<file path="src/rtl/reg_wb_pkg.sv">
// Shared types and constants for the register writeback queue.
// - REG_IDX_W       : width of a register index (32-entry register file).
// - DATA_SZ_DEFAULT : default MSB index of write data (buses are DATA_SZ_DEFAULT+1 bits).
// - wb_entry_t      : one queued register write (destination + data).
package reg_wb_pkg;

  localparam int unsigned REG_IDX_W       = 5;
  localparam int unsigned DATA_SZ_DEFAULT = 32;

  typedef struct packed {
    logic [REG_IDX_W-1:0]   rsel;
    logic [DATA_SZ_DEFAULT:0] data;
  } wb_entry_t;

endpackage

</file>
<file path="src/rtl/reg_writeback_queue_if.sv">
// Bus bundle for reg_writeback_queue.
// Groups the mem/exec request handshakes, the register-file write port, the three
// forwarding lookups and the occupancy count.
// Modports:
// - slave  : the queue (drives out_*, samples in_*).
// - master : the surrounding pipeline / register file side.
interface reg_writeback_queue_if
  import reg_wb_pkg::*;
#(
  parameter int unsigned DataSz = DATA_SZ_DEFAULT,
  parameter int unsigned DEPTH  = 4
);

  localparam int unsigned CntW = $clog2(DEPTH) + 1;

  // Load unit request
  logic                 in_mem_valid;
  logic [REG_IDX_W-1:0] in_mem_reg;
  logic [DataSz:0]      in_mem_data;
  logic                 out_mem_ready;

  // ALU request
  logic                 in_exec_valid;
  logic [REG_IDX_W-1:0] in_exec_reg;
  logic [DataSz:0]      in_exec_data;
  logic                 out_exec_ready;

  // Register file write port
  logic                 out_write_enable;
  logic [REG_IDX_W-1:0] out_write_register_select;
  logic [DataSz:0]      out_write_data;

  // Forwarding for the three read ports
  logic [REG_IDX_W-1:0] in_read_register_select_0;
  logic [REG_IDX_W-1:0] in_read_register_select_1;
  logic [REG_IDX_W-1:0] in_read_register_select_2;
  logic                 out_fwd_hit_0;
  logic                 out_fwd_hit_1;
  logic                 out_fwd_hit_2;
  logic [DataSz:0]      out_fwd_data_0;
  logic [DataSz:0]      out_fwd_data_1;
  logic [DataSz:0]      out_fwd_data_2;

  logic [CntW-1:0]      out_count;

  modport slave (
    input  in_mem_valid, in_mem_reg, in_mem_data,
    input  in_exec_valid, in_exec_reg, in_exec_data,
    input  in_read_register_select_0, in_read_register_select_1, in_read_register_select_2,
    output out_mem_ready, out_exec_ready,
    output out_write_enable, out_write_register_select, out_write_data,
    output out_fwd_hit_0, out_fwd_hit_1, out_fwd_hit_2,
    output out_fwd_data_0, out_fwd_data_1, out_fwd_data_2,
    output out_count
  );

  modport master (
    output in_mem_valid, in_mem_reg, in_mem_data,
    output in_exec_valid, in_exec_reg, in_exec_data,
    output in_read_register_select_0, in_read_register_select_1, in_read_register_select_2,
    input  out_mem_ready, out_exec_ready,
    input  out_write_enable, out_write_register_select, out_write_data,
    input  out_fwd_hit_0, out_fwd_hit_1, out_fwd_hit_2,
    input  out_fwd_data_0, out_fwd_data_1, out_fwd_data_2,
    input  out_count
  );

endinterface

</file>
<file path="src/rtl/wb_fwd_lookup.sv">
// Youngest-match search over the occupied queue entries for one read port.
// Ports:
// - ent_rsel / ent_data : raw queue storage, indexed by physical slot.
// - head, count         : oldest slot and number of occupied slots.
// - sel                 : register being read.
// - hit, data           : a pending write to sel exists; its youngest value (0 when no hit).
module wb_fwd_lookup
  import reg_wb_pkg::*;
#(
  parameter int unsigned DataSz = DATA_SZ_DEFAULT,
  parameter int unsigned DEPTH  = 4
) (
  input  logic [REG_IDX_W-1:0]     ent_rsel [DEPTH],
  input  logic [DataSz:0]          ent_data [DEPTH],
  input  logic [$clog2(DEPTH)-1:0] head,
  input  logic [$clog2(DEPTH):0]   count,
  input  logic [REG_IDX_W-1:0]     sel,
  output logic                     hit,
  output logic [DataSz:0]          data
);

  localparam int unsigned PtrW = $clog2(DEPTH);

  logic [PtrW-1:0] idx;

  // Walk oldest to youngest so the last match seen is the youngest one.
  always_comb begin
    hit  = 1'b0;
    data = '0;
    idx  = '0;
    for (int unsigned i = 0; i < DEPTH; i++) begin
      idx = head + PtrW'(i);
      if ((i < 32'(count)) && (sel != '0) && (ent_rsel[idx] == sel)) begin
        hit  = 1'b1;
        data = ent_data[idx];
      end
    end
  end

endmodule

</file>
<file path="src/rtl/reg_writeback_queue.sv">
// In-order writeback FIFO in front of the register file write port.
// Ports:
// - CLK, RESET : clock and synchronous active-high reset.
// - bus        : reg_writeback_queue_if.slave carrying mem/exec requests, the write port,
//                the three forwarding lookups and out_count.
// Mem and exec writes are merged (mem older), one entry drains per cycle, and pending
// values are forwarded to the read ports so decode never sees stale register data.
module reg_writeback_queue
  import reg_wb_pkg::*;
#(
  parameter int unsigned DataSz = DATA_SZ_DEFAULT,
  parameter int unsigned DEPTH  = 4
) (
  input logic                   CLK,
  input logic                   RESET,
  reg_writeback_queue_if.slave  bus
);

  localparam int unsigned PtrW = $clog2(DEPTH);
  localparam int unsigned CntW = PtrW + 1;

  logic [CntW-1:0] count_q, count_d;
  logic [PtrW-1:0] head_q, head_d;
  logic [PtrW-1:0] tail_q, tail_d;
  logic [PtrW-1:0] exec_slot;
  wb_entry_t       entries_q [DEPTH];

  logic [REG_IDX_W-1:0] ent_rsel [DEPTH];
  logic [DataSz:0]      ent_data [DEPTH];

  logic mem_ready, exec_ready;
  logic mem_push, exec_push;
  logic pop;

  // Readiness looks only at registered occupancy, never at this cycle's drain.
  // Exec yields the last free slot to mem, which is the older instruction.
  assign mem_ready  = !RESET && (count_q < CntW'(DEPTH));
  assign exec_ready = !RESET && ((count_q < CntW'(DEPTH - 1)) ||
                                 ((count_q == CntW'(DEPTH - 1)) && !bus.in_mem_valid));

  // Writes to x0 complete the handshake but are silently discarded.
  assign mem_push  = bus.in_mem_valid && mem_ready && (bus.in_mem_reg != '0);
  assign exec_push = bus.in_exec_valid && exec_ready && (bus.in_exec_reg != '0);
  assign pop       = !RESET && (count_q != '0);

  // Exec lands behind mem when both are enqueued together.
  assign exec_slot = tail_q + PtrW'(mem_push);

  always_comb begin
    count_d = count_q + CntW'(mem_push) + CntW'(exec_push) - CntW'(pop);
    head_d  = head_q + PtrW'(pop);
    tail_d  = tail_q + PtrW'(mem_push) + PtrW'(exec_push);
  end

  always_ff @(posedge CLK) begin
    if (RESET) begin
      count_q <= '0;
      head_q  <= '0;
      tail_q  <= '0;
    end else begin
      count_q <= count_d;
      head_q  <= head_d;
      tail_q  <= tail_d;
    end
  end

  // Storage needs no reset: slots are only observed while counted as occupied.
  always_ff @(posedge CLK) begin
    if (mem_push) begin
      entries_q[tail_q] <= '{rsel: bus.in_mem_reg, data: bus.in_mem_data};
    end
    if (exec_push) begin
      entries_q[exec_slot] <= '{rsel: bus.in_exec_reg, data: bus.in_exec_data};
    end
  end

  assign bus.out_mem_ready  = mem_ready;
  assign bus.out_exec_ready = exec_ready;
  assign bus.out_count      = count_q;

  // Write port: the head entry, zeroed when idle; suppressed while RESET discards the queue.
  assign bus.out_write_enable          = pop;
  assign bus.out_write_register_select = pop ? entries_q[head_q].rsel : '0;
  assign bus.out_write_data            = pop ? entries_q[head_q].data : '0;

  always_comb begin
    for (int unsigned i = 0; i < DEPTH; i++) begin
      ent_rsel[i] = entries_q[i].rsel;
      ent_data[i] = entries_q[i].data;
    end
  end

  wb_fwd_lookup #(
    .DataSz (DataSz),
    .DEPTH  (DEPTH)
  ) u_fwd_0 (
    .ent_rsel (ent_rsel),
    .ent_data (ent_data),
    .head     (head_q),
    .count    (count_q),
    .sel      (bus.in_read_register_select_0),
    .hit      (bus.out_fwd_hit_0),
    .data     (bus.out_fwd_data_0)
  );

  wb_fwd_lookup #(
    .DataSz (DataSz),
    .DEPTH  (DEPTH)
  ) u_fwd_1 (
    .ent_rsel (ent_rsel),
    .ent_data (ent_data),
    .head     (head_q),
    .count    (count_q),
    .sel      (bus.in_read_register_select_1),
    .hit      (bus.out_fwd_hit_1),
    .data     (bus.out_fwd_data_1)
  );

  wb_fwd_lookup #(
    .DataSz (DataSz),
    .DEPTH  (DEPTH)
  ) u_fwd_2 (
    .ent_rsel (ent_rsel),
    .ent_data (ent_data),
    .head     (head_q),
    .count    (count_q),
    .sel      (bus.in_read_register_select_2),
    .hit      (bus.out_fwd_hit_2),
    .data     (bus.out_fwd_data_2)
  );

endmodule

</file>
<file path="src/flat_wrapper.sv">
// flat-port wrapper written by rule: the top's interface ports become plain ports
module reg_writeback_queue_flat import reg_wb_pkg::*;
#(
  parameter int unsigned DataSz = DATA_SZ_DEFAULT,
  parameter int unsigned DEPTH  = 4
)
  (CLK, RESET, bus_in_mem_valid, bus_in_mem_reg, bus_in_mem_data, bus_in_exec_valid, bus_in_exec_reg, bus_in_exec_data, bus_in_read_register_select_0, bus_in_read_register_select_1, bus_in_read_register_select_2, bus_out_mem_ready, bus_out_exec_ready, bus_out_write_enable, bus_out_write_register_select, bus_out_write_data, bus_out_fwd_hit_0, bus_out_fwd_hit_1, bus_out_fwd_hit_2, bus_out_fwd_data_0, bus_out_fwd_data_1, bus_out_fwd_data_2, bus_out_count);
  reg_writeback_queue_if #(.DataSz(DataSz), .DEPTH(DEPTH)) bus_i ();
  input logic CLK;
  input logic RESET;
  input wire logic [$bits(bus_i.in_mem_valid)-1:0] bus_in_mem_valid;
  input wire logic [$bits(bus_i.in_mem_reg)-1:0] bus_in_mem_reg;
  input wire logic [$bits(bus_i.in_mem_data)-1:0] bus_in_mem_data;
  input wire logic [$bits(bus_i.in_exec_valid)-1:0] bus_in_exec_valid;
  input wire logic [$bits(bus_i.in_exec_reg)-1:0] bus_in_exec_reg;
  input wire logic [$bits(bus_i.in_exec_data)-1:0] bus_in_exec_data;
  input wire logic [$bits(bus_i.in_read_register_select_0)-1:0] bus_in_read_register_select_0;
  input wire logic [$bits(bus_i.in_read_register_select_1)-1:0] bus_in_read_register_select_1;
  input wire logic [$bits(bus_i.in_read_register_select_2)-1:0] bus_in_read_register_select_2;
  output wire logic [$bits(bus_i.out_mem_ready)-1:0] bus_out_mem_ready;
  output wire logic [$bits(bus_i.out_exec_ready)-1:0] bus_out_exec_ready;
  output wire logic [$bits(bus_i.out_write_enable)-1:0] bus_out_write_enable;
  output wire logic [$bits(bus_i.out_write_register_select)-1:0] bus_out_write_register_select;
  output wire logic [$bits(bus_i.out_write_data)-1:0] bus_out_write_data;
  output wire logic [$bits(bus_i.out_fwd_hit_0)-1:0] bus_out_fwd_hit_0;
  output wire logic [$bits(bus_i.out_fwd_hit_1)-1:0] bus_out_fwd_hit_1;
  output wire logic [$bits(bus_i.out_fwd_hit_2)-1:0] bus_out_fwd_hit_2;
  output wire logic [$bits(bus_i.out_fwd_data_0)-1:0] bus_out_fwd_data_0;
  output wire logic [$bits(bus_i.out_fwd_data_1)-1:0] bus_out_fwd_data_1;
  output wire logic [$bits(bus_i.out_fwd_data_2)-1:0] bus_out_fwd_data_2;
  output wire logic [$bits(bus_i.out_count)-1:0] bus_out_count;
  assign bus_i.in_mem_valid = bus_in_mem_valid;
  assign bus_i.in_mem_reg = bus_in_mem_reg;
  assign bus_i.in_mem_data = bus_in_mem_data;
  assign bus_i.in_exec_valid = bus_in_exec_valid;
  assign bus_i.in_exec_reg = bus_in_exec_reg;
  assign bus_i.in_exec_data = bus_in_exec_data;
  assign bus_i.in_read_register_select_0 = bus_in_read_register_select_0;
  assign bus_i.in_read_register_select_1 = bus_in_read_register_select_1;
  assign bus_i.in_read_register_select_2 = bus_in_read_register_select_2;
  assign bus_out_mem_ready = bus_i.out_mem_ready;
  assign bus_out_exec_ready = bus_i.out_exec_ready;
  assign bus_out_write_enable = bus_i.out_write_enable;
  assign bus_out_write_register_select = bus_i.out_write_register_select;
  assign bus_out_write_data = bus_i.out_write_data;
  assign bus_out_fwd_hit_0 = bus_i.out_fwd_hit_0;
  assign bus_out_fwd_hit_1 = bus_i.out_fwd_hit_1;
  assign bus_out_fwd_hit_2 = bus_i.out_fwd_hit_2;
  assign bus_out_fwd_data_0 = bus_i.out_fwd_data_0;
  assign bus_out_fwd_data_1 = bus_i.out_fwd_data_1;
  assign bus_out_fwd_data_2 = bus_i.out_fwd_data_2;
  assign bus_out_count = bus_i.out_count;
  reg_writeback_queue #(.DataSz(DataSz), .DEPTH(DEPTH)) u_core (.CLK(CLK), .RESET(RESET), .bus(bus_i));
endmodule
</file>
<file path="config.mk">
export PLATFORM = sky130hd
export DESIGN_NAME = reg_writeback_queue_flat
export DESIGN_NICKNAME = d
export VERILOG_FILES = /design/src/rtl/reg_wb_pkg.sv /design/src/rtl/reg_writeback_queue_if.sv /design/src/rtl/wb_fwd_lookup.sv /design/src/rtl/reg_writeback_queue.sv /design/src/flat_wrapper.sv
export SDC_FILE = /design/constraint.sdc
export NUM_CORES = 1
export LEC_CHECK = 0
export CELL_PAD_IN_SITES_DETAIL_PLACEMENT = 1
export CELL_PAD_IN_SITES_GLOBAL_PLACEMENT = 2
export CORE_ASPECT_RATIO = 1.2
export CORE_MARGIN = 2
export CORE_UTILIZATION = 31
export DETAILED_ROUTE_END_ITERATION = 8
export HOLD_SLACK_MARGIN = 0.1
export PLACE_DENSITY = 0.77
export SLEW_MARGIN = 5
export SYNTH_ARGS = -nofsm -noshare
export SYNTH_HDL_FRONTEND = slang
export SYNTH_SLANG_ARGS = --single-unit
</file>
<file path="constraint.sdc">
create_clock -name CLK -period 4.4 [get_ports CLK]
set_input_delay 0.66 -clock CLK [delete_from_list [all_inputs] [get_ports CLK]]
set_output_delay 0.66 -clock CLK [all_outputs]
set_load 0.02 [all_outputs]
</file>
### Word-level counts from Yosys, hierarchy flattened

Memory sizes are Yosys's and may differ from the RTL's. A register that Yosys moved wholly into a read port is not among the register bits.
Index checks and enable logic that the tools add are counted.

| operators by class | value |
|---|---|
| add/sub/neg operators | 9 |
| $lt $le $gt $ge | 10 |
| equality and inequality tests | 13 |
| multiplexer cells | 55 |
| bitwise gates (word level) | 4 |
| reduce and logical (&&, ||, !) cells | 41 |

Operators with widths:

| kind | count |
|---|---|
| two-way mux 33 bit | 21 |
| binary-select mux 33 bit (select 2 bit) | 4 |
| == test 5 bit | 12 |
| two-way mux 5 bit | 9 |
| binary-select mux 5 bit (select 2 bit) | 4 |
| logical AND 1 bit | 32 |
| nonzero test 5 bit | 5 |
| two-way mux 1 bit | 16 |
| >= comparator 3 bit (second input constant) | 4 |
| NOT 2 -> 3 bit | 4 |
| adder 2 x 1 -> 2 bit | 3 |
| adder 3 x 1 -> 3 bit | 2 |
| less-than comparator 1 x 3 -> 1 bit (first input constant) | 2 |
| less-than comparator 2 x 3 -> 1 bit (first input constant) | 2 |
| adder 2 bit (second input constant) | 2 |
| == test 3 x 2 -> 1 bit (second input constant) | 1 |
| less-than comparator 3 x 2 -> 1 bit (second input constant) | 1 |
| less-than comparator 3 bit (second input constant) | 1 |
| nonzero test 3 bit | 1 |
| subtractor 3 x 1 -> 3 bit | 1 |
| adder 2 x 1 -> 2 bit (second input constant) | 1 |
| zero test 1 bit | 2 |
| two-way mux 2 bit | 1 |
| logical OR 1 bit | 1 |

| storage, ports and cells | value |
|---|---|
| register bits after elaboration | 7 |
| RAM bits | 152 |
| output and inout port bits | 146 |
| logic and storage cells | 136 |
| memories kept | 1 |

Memory list:

| name | words | bits a word | rd ports | clocked after Yosys merged registers in | wr ports | RTL line | source |
|---|---|---|---|---|---|---|---|
| u_core.entries_q | 4 | 38 | 5 | 1 | 2 | reg_writeback_queue.sv:26 | `wb_entry_t entries_q [DEPTH];` |

### Depth between registers and ports, before layout

Gate-level depths: netlist (run 1).

| depth | value |
|---|---|
| word-level depth | 10 |
| gate-level depth with buffers | 12 |
| gate-level depth less buffers | 9 |

### Modules after synthesis

Synthesis (run 1) repeated with hierarchy kept, for this count alone.

| second synthesis, totals | value |
|---|---|
| cells, all modules | 2,690 |
| area total of the unflattened synthesis | 24,422.2 um^2 |

Modules (own cells, without submodules):

| module | times used | cells an instance | area each (um^2) | seq. area each (um^2) |
|---|---|---|---|---|
| wb_fwd_lookup | 3 | 741 | 5,459.0 | 0.0 |
| reg_writeback_queue | 1 | 467 | 8,045.2 | 4,704.5 |

### Worst setup path after synthesis (run 1)

No wires, ideal clock.

| path | value |
|---|---|
| path type | in2reg |
| start point | in bus_in_mem_reg[2] |
| end point | mem u_core.entries_q[1][0] (netlist bit), enable pin |
| data arrival time | 4.073 ns |
| required time | 3.669 ns |
| path slack | -0.404 ns |
| cell stages on the path | 10 |
| path through | or4_1 -> o211ai_1 -> inv_1 -> ha_1 -> xor2_1 -> nor2_1 -> nand2_1 -> clkbuf_1 -> buf_1 -> o21ai_0 |

RTL lines:

| element | RTL line | source |
|---|---|---|
| start, declared | flat_wrapper.sv:12 | `input wire logic [$bits(bus_i.in_mem_reg)-1:0] bus_in_mem_reg;` |
| end, declared | reg_writeback_queue.sv:26 |  |

### Worst setup path in the final report (run 1)

| path | value |
|---|---|
| start point | reg u_core.head_q[0] |
| end point | out bus_out_fwd_data_0[10] |

| between the ends | value |
|---|---|
| longest elaborated chain between the ends | 10 |
| elaborated cells on any way between the ends | 43 |
| those cells by class | add/sub: 3; eq/ne: 4; mux: 28; bitwise: 4; reduce/logical: 4 |

Ends and longest elaborated chain:

| element | RTL line | source |
|---|---|---|
| start, declared | reg_writeback_queue.sv:23 | `logic [PtrW-1:0] head_q, head_d;` |
| start signal, assigned | reg_writeback_queue.sv:58 | `head_q <= '0;` |
| start signal, assigned | reg_writeback_queue.sv:62 | `head_q <= head_d;` |
| adder 2 x 1 -> 2 bit or NOT 2 -> 3 bit (tied branches) | wb_fwd_lookup.sv:32, wb_fwd_lookup.sv:33, wb_fwd_lookup.sv:35 |  |
| NOT 2 -> 3 bit (not written as such) or binary-select mux 5 bit (select 2 bit) (tied branches) | wb_fwd_lookup.sv:33, wb_fwd_lookup.sv:35 |  |
| binary-select mux 5 bit (select 2 bit) or two-way mux 5 bit (tied branches) | wb_fwd_lookup.sv:33 | `if ((i < 32'(count)) && (sel != '0) && (ent_rsel[idx] == sel)) begin` |
| two-way mux 5 bit (not written as such) | wb_fwd_lookup.sv:33 |  |
| two-way mux 5 bit (not written as such) or == test 5 bit (tied branches) | wb_fwd_lookup.sv:33 |  |
| == test 5 bit or logical AND 1 bit (tied branches) | wb_fwd_lookup.sv:33 |  |
| logical AND 1 bit or two-way mux 33 bit (tied branches) | wb_fwd_lookup.sv:33 |  |
| two-way mux 33 bit (2 in a row) | wb_fwd_lookup.sv:33 |  |
| two-way mux 33 bit (*) | wb_fwd_lookup.sv:33 |  |
| end, declared | flat_wrapper.sv:28 | `output wire logic [$bits(bus_i.out_fwd_data_0)-1:0] bus_out_fwd_data_0;` |

Mark *: on every way between the ends. The rest lies on a longest branch, timed or not. The select of a mux whose other input is x is not followed.

==> flow_summary_export.csv, run 1 <==
group,metric,value,unit
synthesis,synth-edff-count,152,
placement,hpwl,42.48,mm
cts,clock_sinks,159,
run_status,status,"finished, final reports clean",
pwr,powerDensity,462.4,mW/mm^2
die,design.core.area,0.04605,sq mm
global_route,grt_max_degree,81,
hold_path,hold_path_class,"reg -> reg",
synthesis,synth-seq-cells,159,
timing,min_period_over_period,0.9857,
synthesis,syn_inst,1500,
synthesis,synth_ff_type,"edfxtp_1",
detailed_routing,drc,0,
critical_path,crit_path_end_kind,"primary output",
critical_path,cp-start-kind,"flop",
finish,final_cell_mix,"mux2_2 (255), nor2_1 (175), mux2i_1 (153), edfxtp_1 (152), clkdlybuf4s50_1 (139)",
die,die_height,240.8,microns
cts,clockRootBuffer,"clkbuf_16",
timing,relSlewSlack,0.2610,
global_route,grt_pass1_vias,14315,
finish,drive_gt1_frac,0.2829,
timing,setup_viol,0,
critical_path,critPathTopFamily,"buffers and inverters",
finish,fin_util,0.4105,
critical_path,cp_slowest_cell,"mux4_2",
synthesis,syn-cell-area,0.01448,sq mm
global_route,antenna_found_initial,2,
placement,dpl.cell_count,2332,
detailed_routing,detail_route.wl_per_cell,25.41,microns
die,rows,86,
synthesis,synth.distinct_cells,56,
die,pin_count,241,
critical_path,max_stage_delay,0.57,ns
timing,slew_viol_final,0,
critical_path,path_class,"reg -> out",
pwr,vdd.ir_drop.worst,308.8,uV
die,fp.dieW,201.3,microns
critical_path,cp_num_buf_inv,5,
critical_path,cp_max_fo,13,
cts,cts_buffers,17,
synthesis,syn_nets,1603,
global_route,grt-ovfl-total,0,
critical_path,r2r_slack,0.98,ns
synthesis,ys_async_sr_fraction,0,
cts,cts_tree,"built",
global_route,grt_use_total,0.2469,
detailed_routing,dr.pass1.iters,5,
synthesis,avgSynthCellArea,9.653,sq um
finish,fin_nets,1854,
detailed_routing,finalWirelength,60.52,mm
cts,htreeDepth,4,
placement,io_buffers,240,
critical_path,cp_common_cell,"buf_4",
timing,hold_viol,0,
synthesis,yosysTopAreaCell,"edfxtp_1",
synthesis,yosysSeqAreaShare,0.3249,
cts,clk_pin_slew_worst_paths,0.07,ns
timing,tns,0,ns
timing,fin_crit,4.337,ns
die,die-area,0.04846,sq mm
finish,layout_commonest_cell,"mux2_2",
timing,fmax,230.6,MHz
global_route,grt_pass1_wl,89.98,mm
timing,worst-slew-pin-transition,1.109,ns
finish,area_growth,30.56,%
cts,clk_latency,0.47,ns
synthesis,yosys_warnings,0,
synthesis,synth.top_cell.area_share,0.3152,
timing,skew,0.01670,ns
detailed_routing,drtIter0Drc,727,
timing,rsz0062_at_grt,"yes",
finish,final-instance-count-excl-fill,2382,
die,start_util,0.3144,
critical_path,crit_chain,"buf_6, mux4_2, buf_4, xnor2_1, nand2_1, nor4_2, buf_4, a21bo_4, buf_12, o221ai_1, a22o_1, dlygate4sd2_1",
placement,gp_congestion,0.9123,
detailed_routing,dr_total_vias,13298,
finish,fillCellCount,5222,
timing,holdWs,0.6569,ns
pwr,p_leak,6.993,nW
timing,timing.final.ws_setup,0.06289,ns
placement,dpl_worst_slack,0.01851,ns
detailed_routing,ant_nets,0,
detailed_routing,vias_per_cell,5.583,
critical_path,arrival,3.68,ns
critical_path,cp.required,3.74,ns
job,max_cap_violations,0,
cts,cts_buffer_depth,2,
synthesis,synth_area_leaders,"edfxtp_1 (32%), mux2_2 (20%), mux2i_1 (11%)",
-- logic make-up after synthesis --
logic type,synth area share
AOI/OAI and AO/OA,0.1525
xor gates and xnor gates,0.03992
adders and majority gates,0.007950
buffers and inverters,0.05124
DFF,0.3249
muxes,0.3248
and+or+nand+nor,0.09868
-- area by class of cell --
cell class / count / area, sq um / area share
diodes: 2 / 5.005 / 0.0002647
clock inverters: 9 / 108.9 / 0.005758
inverters: 47 / 178.9 / 0.009464
repair buffers: 368 / 3516 / 0.1860
clock buffers: 23 / 467.9 / 0.02475
flip-flops and latches: 159 / 4712 / 0.2492
multi-input cells: 1158 / 9146 / 0.4838
well taps: 616 / 770.7 / 0.04077
-- path summary, 6_finish.rpt --
path                            cells past startpoint               startpoint                 endpoint
worst max-delay path                               12         u_core.head_q[0]   bus_out_fwd_data_0[10]
worst min-delay path                                2         u_core.head_q[1]         u_core.head_q[1]
worst max register to register                      9  u_core.bus.out_count[2]  u_core.bus.out_count[1]
worst min register to register                      2         u_core.head_q[1]         u_core.head_q[1]
-- sequential cells by signal, indices dropped and copies added (netlist names) --
| signal | flops |
|---|---|
| u_core.bus.out_count | 3 |
| u_core.entries_q | 152 |
| u_core.head_q | 2 |
| u_core.tail_q | 2 |
-- metal layers --
metal / up-vias / wire length [microns] / GRT usage
li1: 6081 / - / -
met1: 6801 / 25950 / 0.3003
met2: 321 / 30740 / 0.4497
met3: 93 / 2149 / 0.03335
met4: 2 / 1666 / 0.08244
met5: - / 10 / 0
-- power breakdown --
group	total [W]	switching, W	internal [W]
clock	0.00151	0.000644	0.000863
sequential	0.00204	0.000131	0.00191
combinational	0.00519	0.00307	0.00212
-- worst register-to-register path, stage by stage (launching register included) --
cell	delay [ns]
dfxtp_1	0.31
buf_4	0.16
nor3_1	0.16
or2_2	0.86
inv_1	0.37
ha_1	0.41
fa_1	0.39
inv_1	0.09
fa_1	0.42
nor2b_1	0.14
-- cells in the mapped netlist, types with 4 or more instances --
cell,instances
nor2b_1,5
mux4_2,11
xnor2_1,38
xor2_1,28
a211oi_1,35
nor2_1,175
a22o_1,35
nand4_1,4
and3b_1,4
o21ai_1,29
nor3_1,16
nor4_1,4
buf_2,17
clkbuf_1,94
dfxtp_1,7
mux2_2,255
mux2i_1,153
nand3_1,6
or3_1,4
a21o_1,4
a21oi_1,80
o221ai_1,33
o21ai_0,42
buf_1,19
a22oi_1,29
and2_1,7
ha_1,6
inv_1,47
nand2_1,89
o31ai_1,32
edfxtp_1,152
-- metrics by stage --
stage | power [W] | area, sq um
6_report | 0.008742 | 18910
5_1_grt | 0.009215 | 18900
4_1_cts | 0.008740 | 18950
3_5_place_dp | 0.007233 | 18300
3_3_place_gp | 0.007168 | 18300
2_1_floorplan | 0.005213 | 14480
-- timing repair --
action                     4_1_cts  5_1_grt
pin swaps                        1        3
buffers inserted                11        3
resized for setup              100      101
setup endpoints to repair       92       65
gates cloned                     2        0
hold buffers                     0        0
No activity file was read; power rests on OpenSTA's default activity.
==> inputs of run 2 (changes only) <==
--- a/config.mk
+++ b/config.mk
@@ -13,7 +13,7 @@
 export DETAILED_ROUTE_END_ITERATION = 8
 export HOLD_SLACK_MARGIN = 0.1
 export PLACE_DENSITY = 0.77
-export SLEW_MARGIN = 5
+export SLEW_MARGIN = 40
 export SYNTH_ARGS = -nofsm -noshare
 export SYNTH_HDL_FRONTEND = slang
 export SYNTH_SLANG_ARGS = --single-unit
==> run 2 against run 1 <==
Cell count about the same. Final area hardly changed. Non-clock buffer count grew 2. Clock-buffer cell count unchanged. Critical path depth shrank 1. Register-to-register slack improved by 0.37 ns. Setup slack gained 0.055 ns. Die area is the same. Sequential power hardly changed. Core utilization is essentially flat. Via count is 0.12% lower. Clock skew down 0.0023 ns.
==> flow_summary_export.csv, run 2 (synthesis gave the netlist of run 1 again) <==
group,metric,value,unit
detailed_routing,detail_route.wl_per_cell,25.18,microns
global_route,grt-ovfl-total,0,
global_route,grt_use_total,0.2451,
critical_path,path_class,"reg -> out",
critical_path,crit_path_end_kind,"primary output",
detailed_routing,top_layer,"met4",
global_route,antenna_found_initial,1,
detailed_routing,dr.pass1.iters,5,
detailed_routing,wl_met1,25.73,mm
global_route,grt_pass1_wl,89.27,mm
timing,worst-slew-pin-transition,0.8007,ns
timing,slew_viol_final,0,
detailed_routing,vias_per_cell,5.574,
finish,fin_nets,1856,
cts,clock_sinks,159,
detailed_routing,dr_total_vias,13282,
timing,hold_viol,0,
timing,tns,0,ns
die,design.core.area,0.04605,sq mm
die,rows,86,
finish,largest_reg_flops,152,
cts,cts_buffer_depth,2,
detailed_routing,finalWirelength,60.00,mm
timing,skew,0.01435,ns
detailed_routing,drc,0,
cts,cts_tree,"built",
finish,layout_commonest_cell,"mux2_2",
critical_path,cp-start-kind,"flop",
timing,fmax,233.5,MHz
finish,max_flop_register,"u_core.entries_q",
timing,min_period_over_period,0.9732,
timing,fin_crit,4.282,ns
detailed_routing,drtIter0Drc,788,
pwr,p_leak,7.061,nW
finish,area_growth,30.48,%
timing,holdWs,0.6402,ns
critical_path,cp_max_fo,16,
placement,gp_congestion,0.9123,
global_route,grt_max_degree,81,
timing,setup_viol,0,
detailed_routing,wl_met3,2.054,mm
timing,relSlewSlack,0.4662,
detailed_routing,ant_nets,0,
finish,final_cell_mix,"mux2_2 (255), nor2_1 (175), mux2i_1 (153), edfxtp_1 (152), clkdlybuf4s50_1 (138)",
cts,cts_buffers,17,
run_status,status,"finished, final reports clean",
placement,io_buffers,240,
job,max_cap_violations,0,
cts,clk_pin_slew_worst_paths,0.07,ns
cts,clk_latency,0.47,ns
global_route,grt_pass1_vias,14088,
cts,clockRootBuffer,"clkbuf_16",
finish,drive_gt1_frac,0.2797,
critical_path,arrival,3.62,ns
critical_path,cp.required,3.74,ns
die,fp.dieW,201.3,microns
placement,hpwl,42.45,mm
cts,htreeDepth,4,
die,pin_count,241,
pwr,vdd.ir_drop.worst,293.3,uV
hold_path,hold_path_class,"reg -> reg",
die,start_util,0.3144,
detailed_routing,route.met2.wl,30.70,mm
die,die_height,240.8,microns
die,die-area,0.04846,sq mm
pwr,powerDensity,462.3,mW/mm^2
run 2: cell types whose count changed in the layout (fill, tap and decap cells not counted), moves of 2 or more:
cell,change
dlygate4sd2_1,+16
clkdlybuf4s15_1,-10
clkbuf_2,-3
o21ai_1,-2
o31ai_1,+2
o31ai_2,-2
run 2: report_power, final:
group          switching (W)  internal, W
Sequential          0.000132      0.00191
Combinational        0.00306      0.00212
Clock               0.000646     0.000864
Total                0.00383      0.00490
run 2: critical path, cell delays in order, from the launching register on:
cell and delay (ns):
dfxtp_4 0.40, buf_4 0.17, inv_4 0.18, mux2i_1 0.41
buf_4 0.21, xor2_1 0.16, nand2_1 0.14, nor3_4 0.34
buf_12 0.23, nor2_1 0.20, a21oi_1 0.29, dlygate4sd2_1 0.40
run 2: layout make-up:
type,instances,area (sq um)
diodes,1,2.502
clock buffers,23,467.9
clock inverters,9,108.9
fillers,5235,27160
inverters,47,178.9
multi-input cells,1158,9130
flip-flops and latches,159,4712
well taps,616,770.7
repair buffers,370,3522
run 2: routing by layer:
layer / vias to the layer above / global-route usage
met2: 308 / 0.4495
met3: 77 / 0.02876
li1: 6082 / -
met4: 0 / 0.08111
met1: 6815 / 0.2985
met5: - / 0
run 2: what timing repair did:
item                       4_1_cts  5_1_grt
gates resized for setup         99       74
setup endpoints to repair       92       55
setup buffers                    8        9
gates cloned                     1        0
hold buffers                     0        0
pin swaps                        0        1
run 2: worst paths after layout:
| check | depth (start not counted) | start | to | slack (ns) |
|---|---|---|---|---|
| min | 2 | u_core.head_q[1] | u_core.head_q[1] | 0.64 |
| max | 11 | u_core.head_q[0] | bus_out_fwd_data_1[3] | 0.12 |
| min reg2reg | 2 | u_core.head_q[1] | u_core.head_q[1] | 0.64 |
| max reg2reg | 9 | u_core.bus.out_count[2] | u_core.bus.out_count[1] | 1.35 |
run 2: through the flow:
step / worst slack (ns) / power [W] / std cells / area, sq um / utilization
2_1_floorplan: 0.04263 / 0.005213 / 1500 / 14480 / -
3_3_place_gp: 0.04020 / 0.007168 / 2332 / 18300 / 0.3974
3_5_place_dp: 0.02355 / 0.007232 / 2332 / 18300 / 0.3974
4_1_cts: 0.001730 / 0.008729 / 2373 / 18900 / 0.4104
5_1_grt: -0.004492 / 0.009203 / 2383 / 18890 / 0.4102
6_report: 0.1177 / 0.008733 / 2383 / 18890 / 0.4102
==> inputs of run 3 (changes only) <==
==> constraint.sdc (replaced) <==
create_clock -name CLK -period 3.8 [get_ports CLK]
set_input_delay 0.57 -clock CLK [delete_from_list [all_inputs] [get_ports CLK]]
set_output_delay 0.57 -clock CLK [all_outputs]
set_load 0.02 [all_outputs]
==> run 3 against run 2 <==
Worst hold slack better by 0.094 ns. Cell count is 9.4% higher. Sequential power is 15% higher. Total power is 38% higher. Clock skew is 0.0049 ns lower. Sequential share of layout area is 4.5 points lower. Largest power group unchanged. The run now ends with negative setup slack left. Sequential cell count stayed put. Core utilization is 9.0 points higher. Clock power is 13% higher. Critical endpoint is now bus_out_fwd_data_1[32]. Final area is 22% higher.
==> flow_summary_export.csv, run 3 (synthesis gave the netlist of run 1 again) <==
group,metric,value,unit
global_route,grt_use_total,0.2663,
detailed_routing,finalWirelength,70.69,mm
hold_path,hold_path_class,"reg -> reg",
detailed_routing,dr.pass1.iters,6,
finish,largest_reg_flops,152,
die,rows,86,
run_status,status,"complete, but fails checks",
timing,fmax,246.5,MHz
placement,io_buffers,240,
finish,fillCellCount,5010,
critical_path,cp-start-kind,"input port",
job,max_cap_violations,0,
die,die_height,240.8,microns
hold_path,holdPathEnd,"u_core.bus.out_count[0]",
die,design.core.area,0.04605,sq mm
finish,area_growth,59.01,%
detailed_routing,drtIter0Drc,1008,
critical_path,r2r_start,"u_core.bus.out_count[2]",
hold_path,hold_depth,3,
cts,clk_latency,0.47,ns
timing,min_period_over_period,1.067,
pwr,p_leak,8.663,nW
cts,clk_pin_slew_worst_paths,0.06,ns
cts,clock_sinks,159,
timing,fin_crit,4.056,ns
timing,relSlewSlack,0.4292,
pwr,powerDensity,523.8,mW/mm^2
global_route,antenna_found_initial,2,
critical_path,cp_max_fo,8,
critical_path,cp.required,3.23,ns
placement,placed_cell_area,0.01991,sq mm
critical_path,arrival,3.49,ns
detailed_routing,vias_per_cell,5.695,
die,die-area,0.04846,sq mm
detailed_routing,drc,0,
hold_path,hp-start,"u_core.bus.out_count[0]",
placement,gp_congestion,0.8934,
timing,skew,0.009429,ns
critical_path,r2r_cells,9,
pwr,power,0.01206,W
global_route,grt_max_degree,103,
die,pin_count,241,
cts,cts_buffers,17,
cts,clockRootBuffer,"clkbuf_16",
finish,finish.instance_area,0.02302,sq mm
finish,max_flop_register,"u_core.entries_q",
detailed_routing,ant_nets,0,
cts,htreeDepth,4,
global_route,grt_pass1_vias,15417,
finish,drive_gt1_frac,0.4892,
finish,layout_commonest_cell,"mux2_2",
critical_path,r2r-end,"u_core.bus.out_count[1]",
critical_path,crit_path_end_kind,"primary output",
cts,cts_buffer_depth,2,
detailed_routing,dr_total_vias,14847,
die,fp.dieW,201.3,microns
cts,cts_hold_buffers,0,
global_route,grt_pass1_wl,96.97,mm
placement,hpwl,46.53,mm
timing,holdWs,0.7344,ns
timing,slew_viol_final,0,
critical_path,path_class,"in -> out",
timing,hold_viol,0,
timing,setup_viol,99,
cts,cts_tree,"built",
run_status,violations,"negative setup slack",
detailed_routing,detail_route.wl_per_cell,27.12,microns
timing,rsz0062_at_grt,"yes",
pwr,vdd.ir_drop.worst,331.2,uV
critical_path,r2r_slack,0.60,ns
finish,fin_nets,2079,
die,start_util,0.3144,
finish,final_cell_mix,"mux2_2 (254), buf_4 (250), edfxtp_1 (152), mux2i_1 (139), clkdlybuf4s50_1 (137)",
timing,worst-slew-pin-transition,0.8562,ns
global_route,grt-ovfl-total,0,
timing,timing.final.ws_setup,-0.2562,ns
-- run 3: changes by cell type in the layout (fill, tap and decap cells not counted), sizes merged, moves of 3 or more --
cell and delta:
clkdlybuf4s15 -10, buf +298, clkinv +7, dlygate4sd2 -49, clkbuf -17, dlymetal6s2s -3
-- run 3: repair_timing --
item / 4_1_cts / 5_1_grt
pin swaps: 72 / 118
setup endpoints to repair: 121 / 113
setup buffers: 28 / 23
gates cloned: 10 / 17
gates resized for setup: 661 / 259
-- run 3: through the flow --
stage / cells / TNS, ns / worst slack (ns) / util
floorplan: 1500 / 0 / 0.009357 / -
global placement: 2507 / -23.07 / -0.4069 / 0.4324
detailed placement: 2507 / -30.91 / -0.4193 / 0.4324
CTS: 2572 / -16.37 / -0.2578 / 0.4635
global route: 2607 / -22.91 / -0.3376 / 0.4999
finish: 2607 / -15.83 / -0.2562 / 0.4999
-- run 3: worst max path at each step --
stage	startpoint	endpoint	slack (ns)
finish	bus_in_read_register_select_1[2]	bus_out_fwd_data_1[32]	-0.26
global route	u_core.entries_q[3][33]	bus_out_fwd_data_1[4]	-0.34
CTS	u_core.head_q[0]	bus_out_fwd_data_1[30]	-0.26
detailed placement	u_core.head_q[0]	bus_out_fwd_data_2[10]	-0.42
global placement	u_core.head_q[0]	bus_out_fwd_data_2[10]	-0.41
floorplan	RESET	u_core.entries_q[0][0]	0.009
-- run 3: cell type report --
class / count / area [sq um] / area share
Sequential cell: 159 / 4712 / 0.2047
Clock buffer: 19 / 432.9 / 0.01880
Multi-Input combinational cell: 1160 / 10470 / 0.4548
Tap cell: 616 / 770.7 / 0.03347
Antenna cell: 2 / 5.005 / 0.0002174
Clock inverter: 13 / 117.6 / 0.005108
Timing Repair Buffer: 591 / 6325 / 0.2747
Inverter: 47 / 188.9 / 0.008206
-- run 3: worst max-delay path, cell delays in order --
cell	delay, ns
clkdlybuf4s50_1	0.44
nor4_1	0.47
buf_4	0.22
a21oi_1	0.06
mux2i_1	0.34
or4b_4	0.23
buf_12	0.19
buf_16	0.17
nor2_1	0.07
a211o_1	0.32
a22o_4	0.26
buf_6	0.13
-- run 3: routing by layer --
layer | track usage | share of wire | vias up
met5 | 0 | 0 | -
met4 | 0.1076 | 0.050 | 0
met3 | 0.03322 | 0.051 | 170
met2 | 0.4866 | 0.50 | 557
met1 | 0.3172 | 0.40 | 7549
li1 | - | - | 6571
-- run 3: where the power goes --
part	switching [W]	internal [W]
Sequential	0.000131	0.00221
Combinational	0.00445	0.00356
Clock	0.000803	0.000900
